==> config.mk <==
export PLATFORM = sky130hd
export DESIGN_NAME = cv_mem_arbiter
export DESIGN_NICKNAME = d
export VERILOG_FILES = /design/src/rtl/cv_mem_pkg.sv /design/src/rtl/cv_mem_prio_sel.sv /design/src/rtl/cv_mem_arbiter.sv
export SDC_FILE = /design/constraint.sdc
export NUM_CORES = 1
export LEC_CHECK = 0
export ABC_AREA = 1
export BUFFER_PORTS_ARGS = -buffer_cell sky130_fd_sc_hd__buf_4
export CORE_MARGIN = 2
export CORE_UTILIZATION = 48
export CTS_CLUSTER_SIZE = 14
export DETAILED_ROUTE_END_ITERATION = 10
export GPL_TIMING_DRIVEN = 0
export PLACE_DENSITY = 0.91
export SETUP_SLACK_MARGIN = 0.1
export SYNTH_ARGS = -nofsm -noshare
export SYNTH_HDL_FRONTEND = slang
export SYNTH_SLANG_ARGS = --single-unit
==> constraint.sdc <==
create_clock -name clk_i -period 1.8 [get_ports clk_i]
set_input_delay 0 -clock clk_i [delete_from_list [all_inputs] [get_ports clk_i]]
set_output_delay 0 -clock clk_i [all_outputs]
set_load 0.03 [all_outputs]
==> src/rtl/cv_mem_pkg.sv <==
// Shared types for the external memory arbiter: FSM states, requester ids.
package cv_mem_pkg;

    typedef enum logic [1:0] {
        IDLE,
        SETUP,
        ACCESS,
        DONE
    } state_t;

    // Enum values double as bit positions in the request/grant vectors.
    typedef enum logic [1:0] {
        REQ_LD,
        REQ_CPU,
        REQ_DMA
    } req_id_t;

    localparam int NUM_REQ = 3;

endpackage

==> src/rtl/cv_mem_prio_sel.sv <==
// Combinational winner select: loader > CPU > DMA, except that a starved DMA beats everyone.
module cv_mem_prio_sel
    import cv_mem_pkg::*;
(
    input  logic [NUM_REQ-1:0] req,
    input  logic               starve_sat,
    output logic [NUM_REQ-1:0] gnt,
    output req_id_t            id
);

    always_comb begin
        gnt = '0;
        id  = REQ_LD;
        if (req[2] && starve_sat) begin
            gnt[2] = 1'b1;
            id     = REQ_DMA;
        end else if (req[0]) begin
            gnt[0] = 1'b1;
            id     = REQ_LD;
        end else if (req[1]) begin
            gnt[1] = 1'b1;
            id     = REQ_CPU;
        end else if (req[2]) begin
            gnt[2] = 1'b1;
            id     = REQ_DMA;
        end
    end

endmodule

==> src/rtl/cv_mem_arbiter.sv <==
// Shares the external byte-wide memory port between the HPS loader, the Z80 and the ADAM DMA
// engine using a fixed-timing IDLE/SETUP/ACCESS/DONE sequence with DMA anti-starvation aging.
module cv_mem_arbiter
    import cv_mem_pkg::*;
#(
    parameter int ADDR_W     = 20,
    parameter int LAT        = 2,
    parameter int STARVE_MAX = 8
) (
    input  logic              clk_i,
    input  logic              reset_n_i,

    input  logic              ld_req_i,
    input  logic [ADDR_W-1:0] ld_addr_i,
    input  logic [7:0]        ld_d_i,
    output logic              ld_ack_o,

    input  logic              cpu_req_i,
    input  logic              cpu_we_i,
    input  logic [ADDR_W-1:0] cpu_addr_i,
    input  logic [7:0]        cpu_d_i,
    output logic [7:0]        cpu_d_o,
    output logic              cpu_wait_n_o,

    input  logic              dma_req_i,
    input  logic              dma_we_i,
    input  logic [ADDR_W-1:0] dma_addr_i,
    input  logic [7:0]        dma_d_i,
    output logic [7:0]        dma_d_o,
    output logic              dma_ack_o,

    output logic [ADDR_W-1:0] mem_addr_o,
    output logic [7:0]        mem_d_o,
    input  logic [7:0]        mem_d_i,
    output logic              mem_ce_n_o,
    output logic              mem_we_n_o,
    output logic              mem_oe_n_o
);

    localparam int SW = $clog2(STARVE_MAX + 1);

    state_t              state;
    state_t              state_nxt;
    logic [3:0]          cnt;
    logic                last;

    logic [NUM_REQ-1:0]  req;
    logic [NUM_REQ-1:0]  gnt;
    logic                any_gnt;
    req_id_t             win_id;

    logic [SW-1:0]       starve;
    logic                starve_sat;
    logic                cpu_done;

    logic                we;
    req_id_t             id;
    logic [ADDR_W-1:0]   addr;
    logic [7:0]          wdata;

    // A CPU cycle that has already been served must not compete again until req drops.
    assign req        = {dma_req_i, cpu_req_i & ~cpu_done, ld_req_i};
    assign starve_sat = (starve == SW'(STARVE_MAX));
    assign any_gnt    = |gnt;
    assign last       = (cnt == 4'(LAT - 1));

    cv_mem_prio_sel u_prio_sel (
        .req        (req),
        .starve_sat (starve_sat),
        .gnt        (gnt),
        .id         (win_id)
    );

    assign cpu_wait_n_o = ~(cpu_req_i & ~cpu_done);
    assign mem_addr_o   = addr;
    assign mem_d_o      = wdata;

    always_comb begin
        state_nxt  = state;
        mem_ce_n_o = 1'b1;
        mem_we_n_o = 1'b1;
        mem_oe_n_o = 1'b1;
        case (state)
            IDLE: begin
                if (any_gnt) state_nxt = SETUP;
            end
            SETUP: begin
                mem_ce_n_o = 1'b0;
                mem_oe_n_o = we;
                state_nxt  = ACCESS;
            end
            ACCESS: begin
                mem_ce_n_o = 1'b0;
                mem_we_n_o = ~we;
                mem_oe_n_o = we;
                if (last) state_nxt = DONE;
            end
            DONE: begin
                state_nxt = IDLE;
            end
            default: begin
                state_nxt = IDLE;
            end
        endcase
    end

    always_ff @(posedge clk_i or negedge reset_n_i) begin
        if (!reset_n_i) begin
            state <= IDLE;
            cnt   <= '0;
        end else begin
            state <= state_nxt;
            if (state == SETUP)
                cnt <= '0;
            else if (state == ACCESS)
                cnt <= cnt + 4'd1;
        end
    end

    // Winner's request is captured at the IDLE->SETUP edge and held through DONE.
    always_ff @(posedge clk_i or negedge reset_n_i) begin
        if (!reset_n_i) begin
            addr  <= '0;
            wdata <= '0;
            we    <= 1'b0;
            id    <= REQ_LD;
        end else if (state == IDLE && any_gnt) begin
            id <= win_id;
            case (win_id)
                REQ_LD: begin
                    addr  <= ld_addr_i;
                    wdata <= ld_d_i;
                    we    <= 1'b1;
                end
                REQ_CPU: begin
                    addr  <= cpu_addr_i;
                    wdata <= cpu_d_i;
                    we    <= cpu_we_i;
                end
                default: begin
                    addr  <= dma_addr_i;
                    wdata <= dma_d_i;
                    we    <= dma_we_i;
                end
            endcase
        end
    end

    // Completion: read data, acks and cpu_done all become visible in the DONE cycle.
    always_ff @(posedge clk_i or negedge reset_n_i) begin
        if (!reset_n_i) begin
            cpu_d_o   <= '0;
            dma_d_o   <= '0;
            ld_ack_o  <= 1'b0;
            dma_ack_o <= 1'b0;
            cpu_done  <= 1'b0;
        end else begin
            ld_ack_o  <= 1'b0;
            dma_ack_o <= 1'b0;
            if (state == ACCESS && last) begin
                if (!we && id == REQ_CPU) cpu_d_o <= mem_d_i;
                if (!we && id == REQ_DMA) dma_d_o <= mem_d_i;
                ld_ack_o  <= (id == REQ_LD);
                dma_ack_o <= (id == REQ_DMA);
            end
            if (!cpu_req_i)
                cpu_done <= 1'b0;
            else if (state == ACCESS && last && id == REQ_CPU)
                cpu_done <= 1'b1;
        end
    end

    always_ff @(posedge clk_i or negedge reset_n_i) begin
        if (!reset_n_i) begin
            starve <= '0;
        end else if (!dma_req_i) begin
            starve <= '0;
        end else if (state == IDLE) begin
            if (win_id == REQ_DMA)
                starve <= '0;
            else if (!starve_sat)
                starve <= starve + 1'b1;
        end
    end

endmodule
==> run_results.csv <==
group,metric,value,unit
finish,nFillCells,447,
cts,cts_sinks,60,
setup_path,path_delay_family,"simple AND/OR/NAND/NOR gates",
synth,synth_area,3440,um2
die,die_h,88.65,um
setup_path,max_stage_delay,0.39,ns
routing,vias,4146,
setup_path,r2r-end,"mem_addr_o[5]",
timing,timing.max_slew.rel_slack,50.84,%
outcome,outcome,"completed",
pwr,total_power,0.007969,W
die,fp.dieW,88.65,um
pwr,power_density,1455,nW/um2
global_route,grt_pass1_vias,3878,
setup_path,arrival,1.84,ns
die,core,6869,um2
global_route,antenna_found_initial,1,
placement,dp_cells,753,
routing,firstDrtPassIters,5,
timing,setup_viol,0,
timing,fin_crit_sh,89.71,%
timing,post-route-min-period,1.615,ns
cts,htreeDepth,3,
routing,drc_errors,0,
timing,final.setup.tns,0,ns
routing,ant_nets,0,
placement,portBuffers,148,
synth,ys_types,24,
global_route,grt_start_max_net_pins,61,
die,pin_count,149,
setup_path,cp-start-kind,"flip-flop",
finish,stdcell_area,5479,um2
setup_path,cp.required,2.03,ns
min_path,hold_path_end,"mem_d_o[5]",
setup_path,timing.rr.start,"starve[1]",
cts,clk_path_buf_depth,2,
synth,synth_seq_cells,60,
finish,stdcell_count,826,
timing,clock_skew,0.009212,ns
pwr,vdd_drop_max,892.8,uV
min_path,min-delay-start,"dma_d_i[5]",
setup_path,crit_top_cell,"nand2_1",
synth,ys_seq_area_share,43.65,%
min_path,hold_depth,5,
setup_path,cp_num_cells,11,
cts,clkLatencyLatePin,0.34,ns
synth,syn_avg_cell_area,6.757,um2
finish,area_growth_syn_to_layout,59.29,%
placement,dpl.hpwl,7.416,mm
run,maxCapViolations,0,
cts,cts_tree,"built",
finish,drive_gt1_share,27.71,%
placement,post_dp_cell_area,4671,um2
setup_path,path_class,"reg2reg",
setup_path,r2r_slack,0.19,ns
die,dieArea,7859,um2
synth,syn_nets,615,
min_path,hold_path_class,"in2reg",
setup_path,path_cells,"inv_1 -> ha_1 -> nand2_1 -> inv_1 -> nand2_1 -> nand2_2 -> buf_4 -> nor2_1 -> nand2_1 -> nand2_1 -> nand2_1",
setup_path,cp-end-kind,"flip-flop",
cts,cts_buffers,9,
setup_path,path_buf_inv,3,
pwr,leakagePower,3.098,nW
routing,routed_wl,11.57,mm
timing,hold_violations,0,
placement,place_congestion,0.8317,
synth,yosysWarnings,0,
timing,fmaxAchievable,619.3,MHz
routing,viasPerCell,5.019,
setup_path,crit_path_max_fanout,10,
die,rows,30,
timing,maxSlewViolCount,0,
setup_path,r2r_cells,11,
routing,initialDrtViolationCount,191,
routing,wl_per_cell,14.00,um
finish,final_nets,830,
cts,cts-root-buf,"clkbuf_8",
synth,synthCells,509,
timing,rsz0062_at_grt,"yes",
global_route,grt_pass1_wl,17.13,mm
global_route,gr-total-overflow,0,
timing,worstMarginPinSlew,0.7374,ns
die,start_util,50.07,%
cts,clk_pin_slew,0.07,ns
setup_path,cp_slowest_cell,"dfrtp_1",
global_route,track_usage,28.86,%
## power by group
part           switching, W  internal [W]
Sequential         0.000401       0.00196
Clock              0.000544      0.000814
Combinational       0.00268       0.00157
Total               0.00363       0.00434
## cell usage after synthesis
master | instances | area share [%]
a21oi_2 | 8 | 2.0
buf_4 | 2 | 0.44
and3_1 | 1 | 0.18
nand3_1 | 5 | 0.73
buf_2 | 14 | 2.0
nand2_1 | 197 | 21
nand3_2 | 1 | 0.29
xor2_1 | 1 | 0.25
or2_2 | 1 | 0.18
ha_1 | 7 | 2.5
nand2_2 | 3 | 0.55
nor3_1 | 3 | 0.44
o21ai_0 | 24 | 3.5
inv_2 | 1 | 0.11
dfrtp_1 | 60 | 44
nor2_1 | 67 | 7.3
o21a_1 | 1 | 0.22
buf_6 | 2 | 0.65
clkbuf_1 | 1 | 0.11
inv_1 | 80 | 8.7
nand4_1 | 3 | 0.55
o22ai_1 | 1 | 0.18
nor2_2 | 1 | 0.18
a21oi_1 | 25 | 3.6
## cell usage in the layout (no fill, tap or decap), drive strengths merged
cell / instances
nand2: 200
buf: 167
inv: 81
nor2: 68
dfrtp: 60
dlygate4sd3: 54
a21oi: 33
o21ai: 24
clkbuf: 12
ha: 7
nand3: 6
nand4: 3
nor3: 3
clkinvlp: 3
bufinv: 2
diode: 1
and3: 1
o21a: 1
xor2: 1
or2: 1
o22ai: 1
clkinv: 1
## what timing repair did
action                     CTS  global route
gates cloned                 0             0
pin swaps                    0             1
resized for setup            1            10
hold buffers                54             0
setup endpoints to repair    1            22
buffers inserted             0             2
hold endpoints to repair   107             0
## worst max path at each step
stage                   start              to  slack, ns
global placement     state[0]      cpu_d_o[4]       0.17
floorplan            state[0]      cpu_d_o[0]       0.37
global route        starve[0]  mem_addr_o[16]       0.06
detailed placement   state[0]      cpu_d_o[5]       0.12
CTS                 starve[0]  mem_addr_o[16]       0.18
finish              starve[1]   mem_addr_o[5]       0.19
## metal layers
metal	share of wire, %	vias to the layer above	GRT usage, %
met2	52	227	51.70
met3	7.9	43	5.784
met4	3.8	0	17.22
met5	0	-	0
met1	36	1922	31.22
li1	-	1954	-
## worst reg2reg max path, cell delays in order (launching register included)
cell and delay, ns:
dfrtp_1 0.39, inv_1 0.07, ha_1 0.17, nand2_1 0.07
inv_1 0.05, nand2_1 0.11, nand2_2 0.13, buf_4 0.20
nor2_1 0.13, nand2_1 0.06, nand2_1 0.08, nand2_1 0.06
## sequential cells by signal, indices dropped and copies added (netlist names)
| name | count |
|---|---|
| we | 1 |
| id | 2 |
| cnt | 4 |
| cpu_done | 1 |
| ld_ack_o | 1 |
| mem_d_o | 8 |
| mem_addr_o | 20 |
| dma_d_o | 8 |
| dma_ack_o | 1 |
| state | 2 |
| cpu_d_o | 8 |
| starve | 4 |
## through the flow
stage / utilization (%) / hold slack (ns) / setup WS (ns)
floorplan: - / -0.2956 / 0.3694
global placement: 68.00 / 0.1092 / 0.1709
detailed placement: 68.00 / 0.1153 / 0.1181
CTS: 79.18 / 0.001872 / 0.1790
global route: 79.76 / 0.02760 / 0.06181
finish: 79.76 / 0.01452 / 0.1852
## cells by family after synthesis
family | synth area share [%]
simple gates | 31.90
buf+inv | 12.08
flops | 43.65
compound gates | 9.568
fa+ha+maj | 2.546
xor+xnor | 0.2547
## final cells by class
class                   instances  area, um2  area share [%]
clock inverters                 6      87.58           1.599
well taps                      96      120.1           2.192
repair buffers                204       1667           30.42
inverters                      81      304.0           5.549
plain buffers                  19      126.4           2.306
multi-input cells             349       1533           27.97
flip-flops and latches         60       1501           27.40
clock buffers                  10      137.6           2.512
diodes                          1      2.502         0.04567
Note: power is estimated with default switching activity, not from simulation.
